File: src/rtl/ram_arbiter_pkg.sv
// ram_arbiter shared definitions
// FSM state encoding and arbitration mode codes
package ram_arbiter_pkg;

   typedef enum logic {
      ST_IDLE  = 1'b0,
      ST_MERGE = 1'b1
   } state_e;

   localparam logic PRIO_RR    = 1'b0;
   localparam logic PRIO_FIXED = 1'b1;

endpackage

File: src/rtl/ram_arbiter_rr_arbiter2.sv
// rr_arbiter2: two-way picker
// Round-robin on rr_last, or port 0 first in fixed mode
module rr_arbiter2
   import ram_arbiter_pkg::*;
(
   input  logic [1:0] req,
   input  logic       mode,
   input  logic       rr_last,
   input  logic       enable,
   output logic [1:0] gnt
);

   // one-hot pick; on a tie the port not granted last wins
   always_comb begin
      gnt = 2'b00;
      if (enable) begin
         unique case (req)
            2'b01:   gnt = 2'b01;
            2'b10:   gnt = 2'b10;
            2'b11: begin
               if (mode == PRIO_FIXED || rr_last)
                  gnt = 2'b01;
               else
                  gnt = 2'b10;
            end
            default: gnt = 2'b00;
         endcase
      end
   end

endmodule

File: src/rtl/ram_arbiter.sv
// ram_arbiter: two requesters onto one single-port RAM
// Partial writes become read-then-merge over two cycles
module ram_arbiter
   import ram_arbiter_pkg::*;
#(
   parameter int ADDR_WIDTH = 9,
   parameter int DATA_WIDTH = 32,
   parameter int PRIO_MODE  = 0
) (
   input  logic                    clk,
   input  logic                    rst_n,
   input  logic                    p0_req,
   input  logic                    p0_we,
   input  logic [DATA_WIDTH/8-1:0] p0_be,
   input  logic [ADDR_WIDTH-1:0]   p0_addr,
   input  logic [DATA_WIDTH-1:0]   p0_wdata,
   output logic                    p0_gnt,
   output logic                    p0_rvalid,
   output logic [DATA_WIDTH-1:0]   p0_rdata,
   input  logic                    p1_req,
   input  logic                    p1_we,
   input  logic [DATA_WIDTH/8-1:0] p1_be,
   input  logic [ADDR_WIDTH-1:0]   p1_addr,
   input  logic [DATA_WIDTH-1:0]   p1_wdata,
   output logic                    p1_gnt,
   output logic                    p1_rvalid,
   output logic [DATA_WIDTH-1:0]   p1_rdata,
   output logic [ADDR_WIDTH-1:0]   ram_addr,
   output logic                    ram_we,
   output logic [DATA_WIDTH-1:0]   ram_din,
   input  logic [DATA_WIDTH-1:0]   ram_dout
);

   localparam int   BW   = DATA_WIDTH / 8;
   localparam logic MODE = (PRIO_MODE != 0) ? PRIO_FIXED : PRIO_RR;

   state_e                  state_q, state_d;
   logic                    rr_last_q, rr_last_d;
   logic [1:0]              rvalid_q, rvalid_d;
   logic [ADDR_WIDTH-1:0]   lat_addr_q, lat_addr_d;
   logic [BW-1:0]           lat_be_q, lat_be_d;
   logic [DATA_WIDTH-1:0]   lat_wdata_q, lat_wdata_d;

   logic [1:0]              gnt;
   logic                    arb_en;
   logic                    w_we;
   logic [BW-1:0]           w_be;
   logic [ADDR_WIDTH-1:0]   w_addr;
   logic [DATA_WIDTH-1:0]   w_wdata;
   logic [DATA_WIDTH-1:0]   merged;

   assign arb_en = rst_n && (state_q == ST_IDLE);

   rr_arbiter2 u_pick (
      .req     ({p1_req, p0_req}),
      .mode    (MODE),
      .rr_last (rr_last_q),
      .enable  (arb_en),
      .gnt     (gnt)
   );

   assign p0_gnt = gnt[0];
   assign p1_gnt = gnt[1];

   // winner's fields only; the losing port is never looked at
   assign w_we    = gnt[1] ? p1_we    : p0_we;
   assign w_be    = gnt[1] ? p1_be    : p0_be;
   assign w_addr  = gnt[1] ? p1_addr  : p0_addr;
   assign w_wdata = gnt[1] ? p1_wdata : p0_wdata;

   // byte merge of latched write data over the old RAM word
   for (genvar i = 0; i < BW; i++) begin : g_merge
      assign merged[8*i +: 8] = lat_be_q[i] ? lat_wdata_q[8*i +: 8]
                                            : ram_dout[8*i +: 8];
   end

   assign p0_rvalid = rvalid_q[0];
   assign p1_rvalid = rvalid_q[1];
   assign p0_rdata  = ram_dout;
   assign p1_rdata  = ram_dout;

   // next state, RAM drive and latch updates
   always_comb begin
      state_d     = state_q;
      rr_last_d   = rr_last_q;
      rvalid_d    = 2'b00;
      lat_addr_d  = lat_addr_q;
      lat_be_d    = lat_be_q;
      lat_wdata_d = lat_wdata_q;
      ram_addr    = w_addr;
      ram_we      = 1'b0;
      ram_din     = w_wdata;
      unique case (state_q)
         ST_IDLE: begin
            if (|gnt) begin
               rr_last_d = gnt[1];
               if (!w_we) begin
                  rvalid_d = gnt;
               end else if (&w_be) begin
                  ram_we = 1'b1;
               end else if (|w_be) begin
                  lat_addr_d  = w_addr;
                  lat_be_d    = w_be;
                  lat_wdata_d = w_wdata;
                  state_d     = ST_MERGE;
               end
            end
         end
         ST_MERGE: begin
            ram_addr = lat_addr_q;
            ram_we   = 1'b1;
            ram_din  = merged;
            state_d  = ST_IDLE;
         end
      endcase
   end

   // state and pipeline registers
   always_ff @(posedge clk or negedge rst_n) begin
      if (!rst_n) begin
         state_q     <= ST_IDLE;
         rr_last_q   <= 1'b1;
         rvalid_q    <= 2'b00;
         lat_addr_q  <= '0;
         lat_be_q    <= '0;
         lat_wdata_q <= '0;
      end else begin
         state_q     <= state_d;
         rr_last_q   <= rr_last_d;
         rvalid_q    <= rvalid_d;
         lat_addr_q  <= lat_addr_d;
         lat_be_q    <= lat_be_d;
         lat_wdata_q <= lat_wdata_d;
      end
   end

endmodule

File: config.mk
export PLATFORM = sky130hd
export DESIGN_NAME = ram_arbiter
export DESIGN_NICKNAME = d
export VERILOG_FILES = /design/src/rtl/ram_arbiter_pkg.sv /design/src/rtl/ram_arbiter_rr_arbiter2.sv /design/src/rtl/ram_arbiter.sv
export SDC_FILE = /design/constraint.sdc
export NUM_CORES = 1
export LEC_CHECK = 0
export BUFFER_PORTS_ARGS = -buffer_cell sky130_fd_sc_hd__buf_2
export CELL_PAD_IN_SITES_DETAIL_PLACEMENT = 2
export CELL_PAD_IN_SITES_GLOBAL_PLACEMENT = 2
export CORE_ASPECT_RATIO = 0.75
export CORE_MARGIN = 4
export CORE_UTILIZATION = 26
export DETAILED_ROUTE_END_ITERATION = 10
export GPL_ROUTABILITY_DRIVEN = 0
export PLACE_DENSITY_LB_ADDON = 0.1
export SETUP_SLACK_MARGIN = 0.1
export SLEW_MARGIN = 0
export SYNTH_ARGS = -nofsm -noshare
export SYNTH_HDL_FRONTEND = slang
export SYNTH_SLANG_ARGS = --single-unit
File: constraint.sdc
create_clock -name clk -period 2.7 [get_ports clk]
set_clock_uncertainty 0.1 [all_clocks]
set_input_delay 0.27 -clock clk [delete_from_list [all_inputs] [get_ports clk]]
set_output_delay 0.27 -clock clk [all_outputs]
set_load 0.01 [all_outputs]
==> results.toml, run 1 <==
[cells_and_area]
multiInputGateArea_mm2 = 0.00180
layout_commonest_cell = "buf_2"
nFillCells = 1666
drive_gt1_share_pct = 47.9
final_nets = 664
n_antenna_cell = 0
layout_common_cells = "buf_2 (237), mux2i_1 (160), inv_1 (47), dfrtp_1 (47)"
utilization_pct = 33.9
regArea_mm2 = 0.00123
syn2layout_area_growth_pct = 28.0

[drt]
firstDrtPassIters = 3
first_iter_violations = 57
postRouteAntennaNets = 0
post-route-drc-count = 0
viasPerCell = 4.43
routed_wl_um = 12600
avgRoutedWirePerCell_um = 17.0
vias = 3267

[timing]
tightest_slew_ns = 0.617
timing.final.crit_share_pct = 89.1
slew_violations = 0
worst_hold_slack_ns = -0.00712
fin_crit_ns = 2.41
setup_tns_ns = 0
fmax_mhz = 416
slew_headroom_pct = 58.9
hold_viol = 7
rsz0062_at_grt = "false"
setup_viol = 0

[yosys]
synth_edf_count = 0
yosys_most_used_dff = "dfrtp_1"
ys_seq_area_share_pct = 32.1
synth_cells = 366
synth_seq_cells = 49
ys_types = 28
syn-num-nets = 494
synth.avg_cell_area_um2 = 10.5
synthArstFlopShare_pct = 100
ys_warn_count = 0
synth_area_mm2 = 0.00383

[clock_tree]
numClockSinks = 49
hold_buffers = 1
post_cts_buffers = 0
clock_path_buffers = 2
cts_made_buffers = 5
cts_tree = "done"
clk_pin_slew_ns = 0.07
ctsResizeCount = 0
cts_root_buffer = "clkbuf_16"
clock_latency_ns = 0.29
htree_levels = 2

[critical_path]
worst-path-buf-inv = 2
cp.arrival_ns = 2.04
cp-start-kind = "flop"
cpMaxStageDelayCell = "dfstp_2"
path_common_cell = "mux2i_1"
cp.required_ns = 2.33
cp_cell_sequence = "nand2_1 -> nand2_4 -> buf_12 -> mux2i_1 -> mux2i_1 -> buf_2"
cp_max_fo = 18
cp-end-kind = "primary output"
path_delay_family = "flip-flops"
max_stage_delay_ns = 0.55
worstSetupPathType = "flop to primary output"

[floorplanning]
initial_core_util_pct = 26.5
die_x_um = 148
core-area_mm2 = 0.0145
num_rows = 38
dieArea_mm2 = 0.0167
ios = 238
fp.dieH_um = 113

[global_route]
grt_use_total_pct = 14.7
grt_pass1_vias = 3619
grt_use_met2_pct = 25.3
use_met1_pct = 18.1
use_met3_pct = 5.36
overflow = 0
grt_pass1_wl_um = 19600
antenna_found_initial = 3
grt_max_degree = 47
grt.busiest_layer = "met2"

[outcome]
status = "complete, but fails checks"
failed_checks = "hold timing"

[power]
p_leak_uw = 0.00274
powerDensity_mw_per_mm2 = 604
irDropWorstVdd_mv = 0.278

[place]
port_buffers = 237
dp.final_hpwl_um = 10000

[worst_hold_path]
hp-class = "input port to asynchronous set/reset pin"

[run]
maxCapViolations = 0
## synthesized netlist by cell type, types with 2 or more instances
cell	n	area, um2
inv_1	47	176
clkbuf_1	4	15.0
nand2_1	2	7.51
nand3_1	2	10.0
o21a_1	2	15.0
buf_2	2	10.0
buf_6	2	22.5
buf_12	3	60.1
mux2i_1	160	1600
o22ai_1	4	25.0
nor4_1	2	12.5
dfrtp_1	48	1200
nor2_1	2	7.51
buf_4	67	503
buf_1	4	15.0
nand4_1	3	18.8
## final timing paths
kind	from	endpoint	slack, ns	depth (start not counted)
max	rr_last_q$_DFFE_PN1P_	ram_din[21]	0.29	6
min	rst_n	rvalid_q[1]$_DFF_PN0_	-0.007	2
max reg2reg	rr_last_q$_DFFE_PN1P_	lat_wdata_q[20]$_DFFE_PN0P_	0.65	5
min reg2reg	rr_last_q$_DFFE_PN1P_	rr_last_q$_DFFE_PN1P_	0.39	1
max in group asynchronous	rst_n	rr_last_q$_DFFE_PN1P_	1.95	3
min in group clk	p1_we	rvalid_q[1]$_DFF_PN0_	0.07	2
## stage by stage
step	total power [uW]	instances	hold slack (ns)	cell area (um2)	setup slack, ns
2_1_floorplan	1950	366	-0.126	3830	0.823
3_3_place_gp	2290	728	0.114	4740	0.577
3_5_place_dp	2340	728	0.113	4740	0.585
4_1_cts	3030	737	0.0293	4900	0.252
5_1_grt	3210	737	0.0766	4900	0.131
6_report	2960	737	-0.00712	4900	0.293
## area by class of cell
| cell class | count | share of cell area, % |
|---|---|---|
| Multi-Input combinational cell | 187 | 36.8 |
| Sequential cell | 49 | 25.1 |
| Inverter | 47 | 3.60 |
| Clock buffer | 7 | 2.91 |
| Timing Repair Buffer | 246 | 26.4 |
| Tap cell | 200 | 5.11 |
| Clock inverter | 1 | 0.153 |
## per-layer routing
layer  share of wire (%)  wire length, um  vias to the layer above
met2                  48             6050                      129
met5                0.42               53                        -
met3                 8.8             1100                       11
li1                    -                -                     1518
met1                  42             5290                     1603
met4                0.50               63                        6
## state kept, by name (all words and copies together) (netlist names)
register / cells
lat_be_q: 4
lat_wdata_q: 32
rr_last_q: 1
lat_addr_q: 9
state_q: 1
rvalid_q: 2
## cell families after synthesis
family | share of synthesized area, %
multiplexers | 41.8
AND/OR/NAND/NOR | 2.48
AO/OA/AOI/OAI | 2.26
flip-flops | 32.1
buffers and inverters | 21.3
## power breakdown
part / switching (uW) / internal [uW] / total, uW / leakage, uW
Combinational: 544 / 552 / 1100 / 0.00210
Sequential: 208 / 989 / 1200 / 0.000570
Clock: 297 / 371 / 667 / 0.0000701
## worst register-to-register path, stage by stage (launching register included)
cell and delay [ns]:
dfstp_2 0.55, nand2b_1 0.19, a31oi_1 0.19, o32ai_4 0.34, buf_12 0.35, mux2i_1 0.27
No activity file was read; power rests on OpenSTA's default activity.
==> run 2, diff against run 1 <==
Settings changed: ABC_AREA set to 1, CORE_UTILIZATION 26 to 23.
==> run 2 against run 1 <==
Compared with the run above: the flow now finishes without violations; synthesized cell count rose by 70%; worst hold slack improved by 0.061 ns; routed wire length is 33% higher; critical path type unchanged; largest cell class unchanged; highest routed layer unchanged.
==> results.toml, run 2 <==
[critical_path]
r2r_start = "rr_last_q$_DFFE_PN1P_"
cp.required_ns = 2.33
cp.arrival_ns = 2.04
critPathLaunch = "rr_last_q$_DFFE_PN1P_"
worstSetupPathType = "flop to primary output"
reg2regPathDepth = 9
cp-start-kind = "flop"
cp-end-kind = "primary output"
cp_max_fo = 9

[floorplanning]
dieArea_mm2 = 0.0194
die_x_um = 160
initial_core_util_pct = 23.5
ios = 238
fp.dieH_um = 122
core-area_mm2 = 0.0169
num_rows = 41

[cells_and_area]
utilization_pct = 30.0
final_nets = 908
nFillCells = 2112
top_register = "lat_wdata_q"
syn2layout_area_growth_pct = 27.7
largest_register_ffs = 32
layout_common_cells = "nand2_1 (266), buf_2 (237), o21ai_0 (67)"
drive_gt1_share_pct = 35.0
largestRegisters = "lat_wdata_q (32), lat_addr_q (9), lat_be_q (4)"
layout_commonest_cell = "nand2_1"
n_antenna_cell = 0

[yosys]
ys_types = 24
synth_top_area_share_pct = 30.3
yosys_most_used_dff = "dfrtp_1"
yosys-top-cells-count = "nand2_1 (267), o21ai_0 (67), buf_4 (65), dfrtp_1 (48), nand4_1 (48)"
synth_edf_count = 0
synth.avg_cell_area_um2 = 6.38
syn-num-nets = 749
synthTopCellsByArea = "dfrtp_1 (30%), nand2_1 (25%), buf_4 (12%)"
synth_cells = 621
synth_area_mm2 = 0.00396
ys_seq_area_share_pct = 31.0
synth_top_area_cell = "dfrtp_1"
ys_warn_count = 0
synth_most_common_cell = "nand2_1"
synth_seq_cells = 49
synthArstFlopShare_pct = 100

[timing]
slew_headroom_pct = 60.6
setup_viol = 0
tightest_slew_ns = 0.584
setup_tns_ns = 0
timing.final.crit_share_pct = 89.4
fmax_mhz = 414
hold_viol = 0
fin_crit_ns = 2.41
slew_violations = 0
rsz0062_at_grt = "true"

[drt]
routed_wl_um = 16700
viasPerCell = 4.66
postRouteAntennaNets = 0
post-route-drc-count = 0
dr.max_layer_used = "met5"
vias = 4645
met2WireLength_um = 7970
avgRoutedWirePerCell_um = 16.8
first_iter_violations = 183
wl_met1_um = 7840
firstDrtPassIters = 4
wl_met3_um = 783

[clock_tree]
htree_levels = 2
numClockSinks = 49
clk_pin_slew_ns = 0.07
clock_latency_ns = 0.29
cts_tree = "done"
clock_path_buffers = 2
cts_made_buffers = 5
cts_root_buffer = "clkbuf_16"

[global_route]
grt_pass1_wl_um = 26800
grt_use_total_pct = 16.8
overflow = 0
antenna_found_initial = 1
grt_pass1_vias = 5150
grt_max_degree = 52

[worst_hold_path]
hp-class = "input port to flop"
hp-start = "p1_we"
worstHoldPathCells = 2

[run]
maxCapViolations = 0

[place]
port_buffers = 237
dp.final_hpwl_um = 13000

[power]
powerDensity_mw_per_mm2 = 557
p_leak_uw = 0.00296
irDropWorstVdd_mv = 0.236
finalPower_uw = 2820

[outcome]
status = "complete, no violations"
run 2: cell count changes after synthesis, moves of 14 or more:
cell and change:
buf_2 +14, nand2_1 +265, o21ai_0 +67, nor2_1 +43
mux2i_1 -160, nand4_1 +45, inv_1 -27
run 2: logic make-up after synthesis:
| kind of cell | after synthesis | share of synthesized area, % |
|---|---|---|
| and+or+nand+nor | 370 | 39.7 |
| buffers and inverters | 124 | 19.2 |
| AOI/OAI and AO/OA | 78 | 10.1 |
| DFF | 49 | 31.0 |
run 2: repair_timing:
item                                    CTS  global route
endpoints found under the hold margin    21             0
pin swaps                                 0             2
endpoints found under the setup margin   14            80
cloned                                    0             1
hold buffers                              2             0
buffers inserted                          0             0
gates resized for setup                   1             4
run 2: cell type report:
type / instances / area [um2] / area share (%)
multi-input cells: 449 / 2010 / 39.6
repair buffers: 253 / 1330 / 26.2
flip-flops and latches: 49 / 1230 / 24.3
well taps: 215 / 269 / 5.32
clock buffers: 5 / 125 / 2.47
inverters: 22 / 87.6 / 1.73
clock inverters: 3 / 17.5 / 0.346
run 2: worst max-delay path, stage by stage (launching register included):
cell,delay (ns)
dfstp_2,0.56
nand2_2,0.15
nand4_4,0.20
nand2_1,0.07
o21ai_1,0.19
inv_1,0.14
nand2_1,0.11
o21ai_0,0.12
buf_2,0.20
run 2: path summary, 6_finish.rpt:
kind | endpoint | slack [ns]
setup / recovery | ram_we | 0.29
hold / removal | rvalid_q[1]$_DFF_PN0_ | 0.05
setup reg to reg | lat_wdata_q[10]$_DFFE_PN0P_ | 0.32
hold reg to reg | lat_wdata_q[14]$_DFFE_PN0P_ | 0.38
max in group asynchronous | lat_wdata_q[8]$_DFFE_PN0P_ | 1.63
min in group asynchronous | lat_be_q[3]$_DFFE_PN0P_ | 0.33
run 2: metal layers:
layer  GRT usage (%)  vias to the layer above
met5               0                        -
met4            1.95                        2
met3            3.31                        9
met2            29.3                      124
met1            22.3                     2250
li1                -                     2260
run 2: through the flow:
step                      cell area (um2)  hold WS (ns)  setup WS, ns  instances
after floorplan                      3960        -0.126         0.739        621
after global placement               4860       0.00640         0.305        985
after detailed placement             4860       0.00349         0.195        985
after CTS                            5030        0.0455         0.103        995
after global routing                 5060        0.0493        0.0661        996
final                                5060        0.0540         0.287        996
run 2: report_power, final:
| part | total (uW) | internal, uW | switching (uW) |
|---|---|---|---|
| Combinational | 1090 | 402 | 686 |
| Sequential | 1110 | 941 | 165 |
| Clock | 626 | 341 | 286 |
| Total | 2820 | 1680 | 1140 |
==> run 3, diff against run 2 <==
Settings changed: BUFFER_PORTS_ARGS -buffer_cell sky130_fd_sc_hd__buf_2 to -buffer_cell sky130_fd_sc_hd__buf_4, SLEW_MARGIN 0 to 25.
==> run 3 against run 2 <==
Compared with the run above: sequential share of layout area decreased by 2.6 points; via count is 0.69% lower; maximum frequency is 2.6% lower; critical path depth rose by 1; critical path type unchanged; worst hold slack got worse by 0.026 ns; non-clock buffer count down 1; highest routed layer is now met4; global-route usage rose by 0.063 points; sequential power hardly changed.
==> results.toml, run 3 (synthesis gave the netlist of run 2 again) <==
[outcome]
status = "complete, no violations"

[drt]
routed_wl_um = 17000
vias = 4613
firstDrtPassIters = 4
postRouteAntennaNets = 0
avgRoutedWirePerCell_um = 17.1
viasPerCell = 4.64
first_iter_violations = 145
post-route-drc-count = 0

[timing]
rsz0062_at_grt = "false"
slew_violations = 0
fmax_mhz = 404
setup_tns_ns = 0
hold_viol = 0
slew_headroom_pct = 57.3
tightest_slew_ns = 0.634
setup_viol = 0
timing.final.crit_share_pct = 91.8
fin_crit_ns = 2.48

[power]
p_sw_uw = 1150
irDropWorstVdd_mv = 0.244
p_leak_uw = 0.00317
powerDensity_mw_per_mm2 = 544
seq_power_share_pct = 35.8
finalPower_uw = 3080
combinationalPowerShare_pct = 39.9
sw_frac_of_total_pct = 37.2
power.internal_uw = 1940
clockPowerShare_pct = 24.3

[critical_path]
cp.required_ns = 2.33
cpMaxStageDelayCell = "dfstp_2"
cp.arrival_ns = 2.11
cp_cell_sequence = "nand2_2 -> nand4_4 -> buf_4 -> nand2_1 -> o21ai_1 -> inv_1 -> nand2_1 -> o21ai_1 -> buf_4"
worstSetupPathType = "flop to primary output"
cp-start-kind = "flop"
rrSetupSlack_ns = 0.34
cp-end-kind = "primary output"
cp_max_fo = 9
max_stage_delay_ns = 0.57

[floorplanning]
core-area_mm2 = 0.0169
num_rows = 41
initial_core_util_pct = 23.5
ios = 238
fp.dieH_um = 122
die_x_um = 160
dieArea_mm2 = 0.0194

[cells_and_area]
drive_gt1_share_pct = 35.0
layout_commonest_cell = "nand2_1"
n_antenna_cell = 0
multiInputGateArea_mm2 = 0.00200
nFillCells = 2036
layout_common_cells = "nand2_1 (266), buf_4 (250), o21ai_0 (66)"
final_nets = 907
syn2layout_area_growth_pct = 42.8
largestRegisters = "lat_wdata_q (32), lat_addr_q (9), lat_be_q (4)"
top_register = "lat_wdata_q"
largest_register_ffs = 32
regArea_mm2 = 0.00123

[clock_tree]
cts_made_buffers = 5
clk_pin_slew_ns = 0.07
htree_levels = 2
cts_root_buffer = "clkbuf_16"
cts_tree = "done"
numClockSinks = 49
clock_path_buffers = 2
clock_latency_ns = 0.29

[place]
dp.final_hpwl_um = 13100
port_buffers = 237

[run]
maxCapViolations = 0

[global_route]
grt_pass1_vias = 4993
grt_use_total_pct = 16.8
grt_max_degree = 52
antenna_found_initial = 0
overflow = 0
grt_pass1_wl_um = 26700

[worst_hold_path]
hp-class = "input port to asynchronous set/reset pin"
## run 3: cell type report
type                            instances  share of cell area, %
Multi-Input combinational cell        449                   35.3
Tap cell                              215                   4.75
Clock inverter                          2                  0.663
Clock buffer                            6                   2.45
Sequential cell                        49                   21.7
Timing Repair Buffer                  252                   33.7
Inverter                               22                   1.46
## run 3: metal layers
metal	track usage, %	wire (um)
met1	22.1	7930
met2	29.4	8190
met3	3.58	806
met4	2.44	98
met5	0	0
## run 3: metrics by stage
stage / std cells / hold WS, ns / area, um2 / util [%] / worst slack (ns)
6_report: 995 / 0.0275 / 5660 / 33.5 / 0.222
5_1_grt: 995 / 0.0441 / 5660 / 33.5 / 0.0973
4_1_cts: 992 / 0.0391 / 5630 / 33.4 / 0.135
3_5_place_dp: 983 / 0.0278 / 5440 / 32.2 / 0.173
3_3_place_gp: 983 / 0.0267 / 5440 / 32.2 / 0.309
2_1_floorplan: 621 / -0.126 / 3960 / - / 0.739
## run 3: critical path, delay by kind of cell, from the launching register on
family          cells  cell delay, ns
flops               1            0.57
buf+inv             3            0.48
simple gates        4            0.46
compound gates      2            0.32
## run 3: worst paths after layout
path                                              from  cells past startpoint                           to
setup / recovery                 rr_last_q$_DFFE_PN1P_                      9                       ram_we
hold / removal                                   rst_n                      2    lat_addr_q[6]$_DFFE_PN0P_
setup reg to reg                 rr_last_q$_DFFE_PN1P_                      9  lat_wdata_q[27]$_DFFE_PN0P_
hold reg to reg            lat_wdata_q[13]$_DFFE_PN0P_                      2  lat_wdata_q[13]$_DFFE_PN0P_
max in group asynchronous                        rst_n                      2        rr_last_q$_DFFE_PN1P_
min in group clk                                 p1_we                      2        rvalid_q[1]$_DFF_PN0_
## run 3: power by group through the flow
stage | sequential, uW | clock, uW | combinational, uW
floorplan | 1030 | 0 | 737
global placement | 1110 | 0 | 1200
detailed placement | 1120 | 0 | 1250
CTS | 1110 | 770 | 1250
global route | 1140 | 799 | 1390
finish | 1100 | 749 | 1230
## run 3: repair_timing
item                       in CTS  in global routing
setup buffers                   0                  2
setup endpoints to repair       0                 77
hold endpoints to repair        8                  0
hold buffers                    1                  0
resized for setup               0                  2
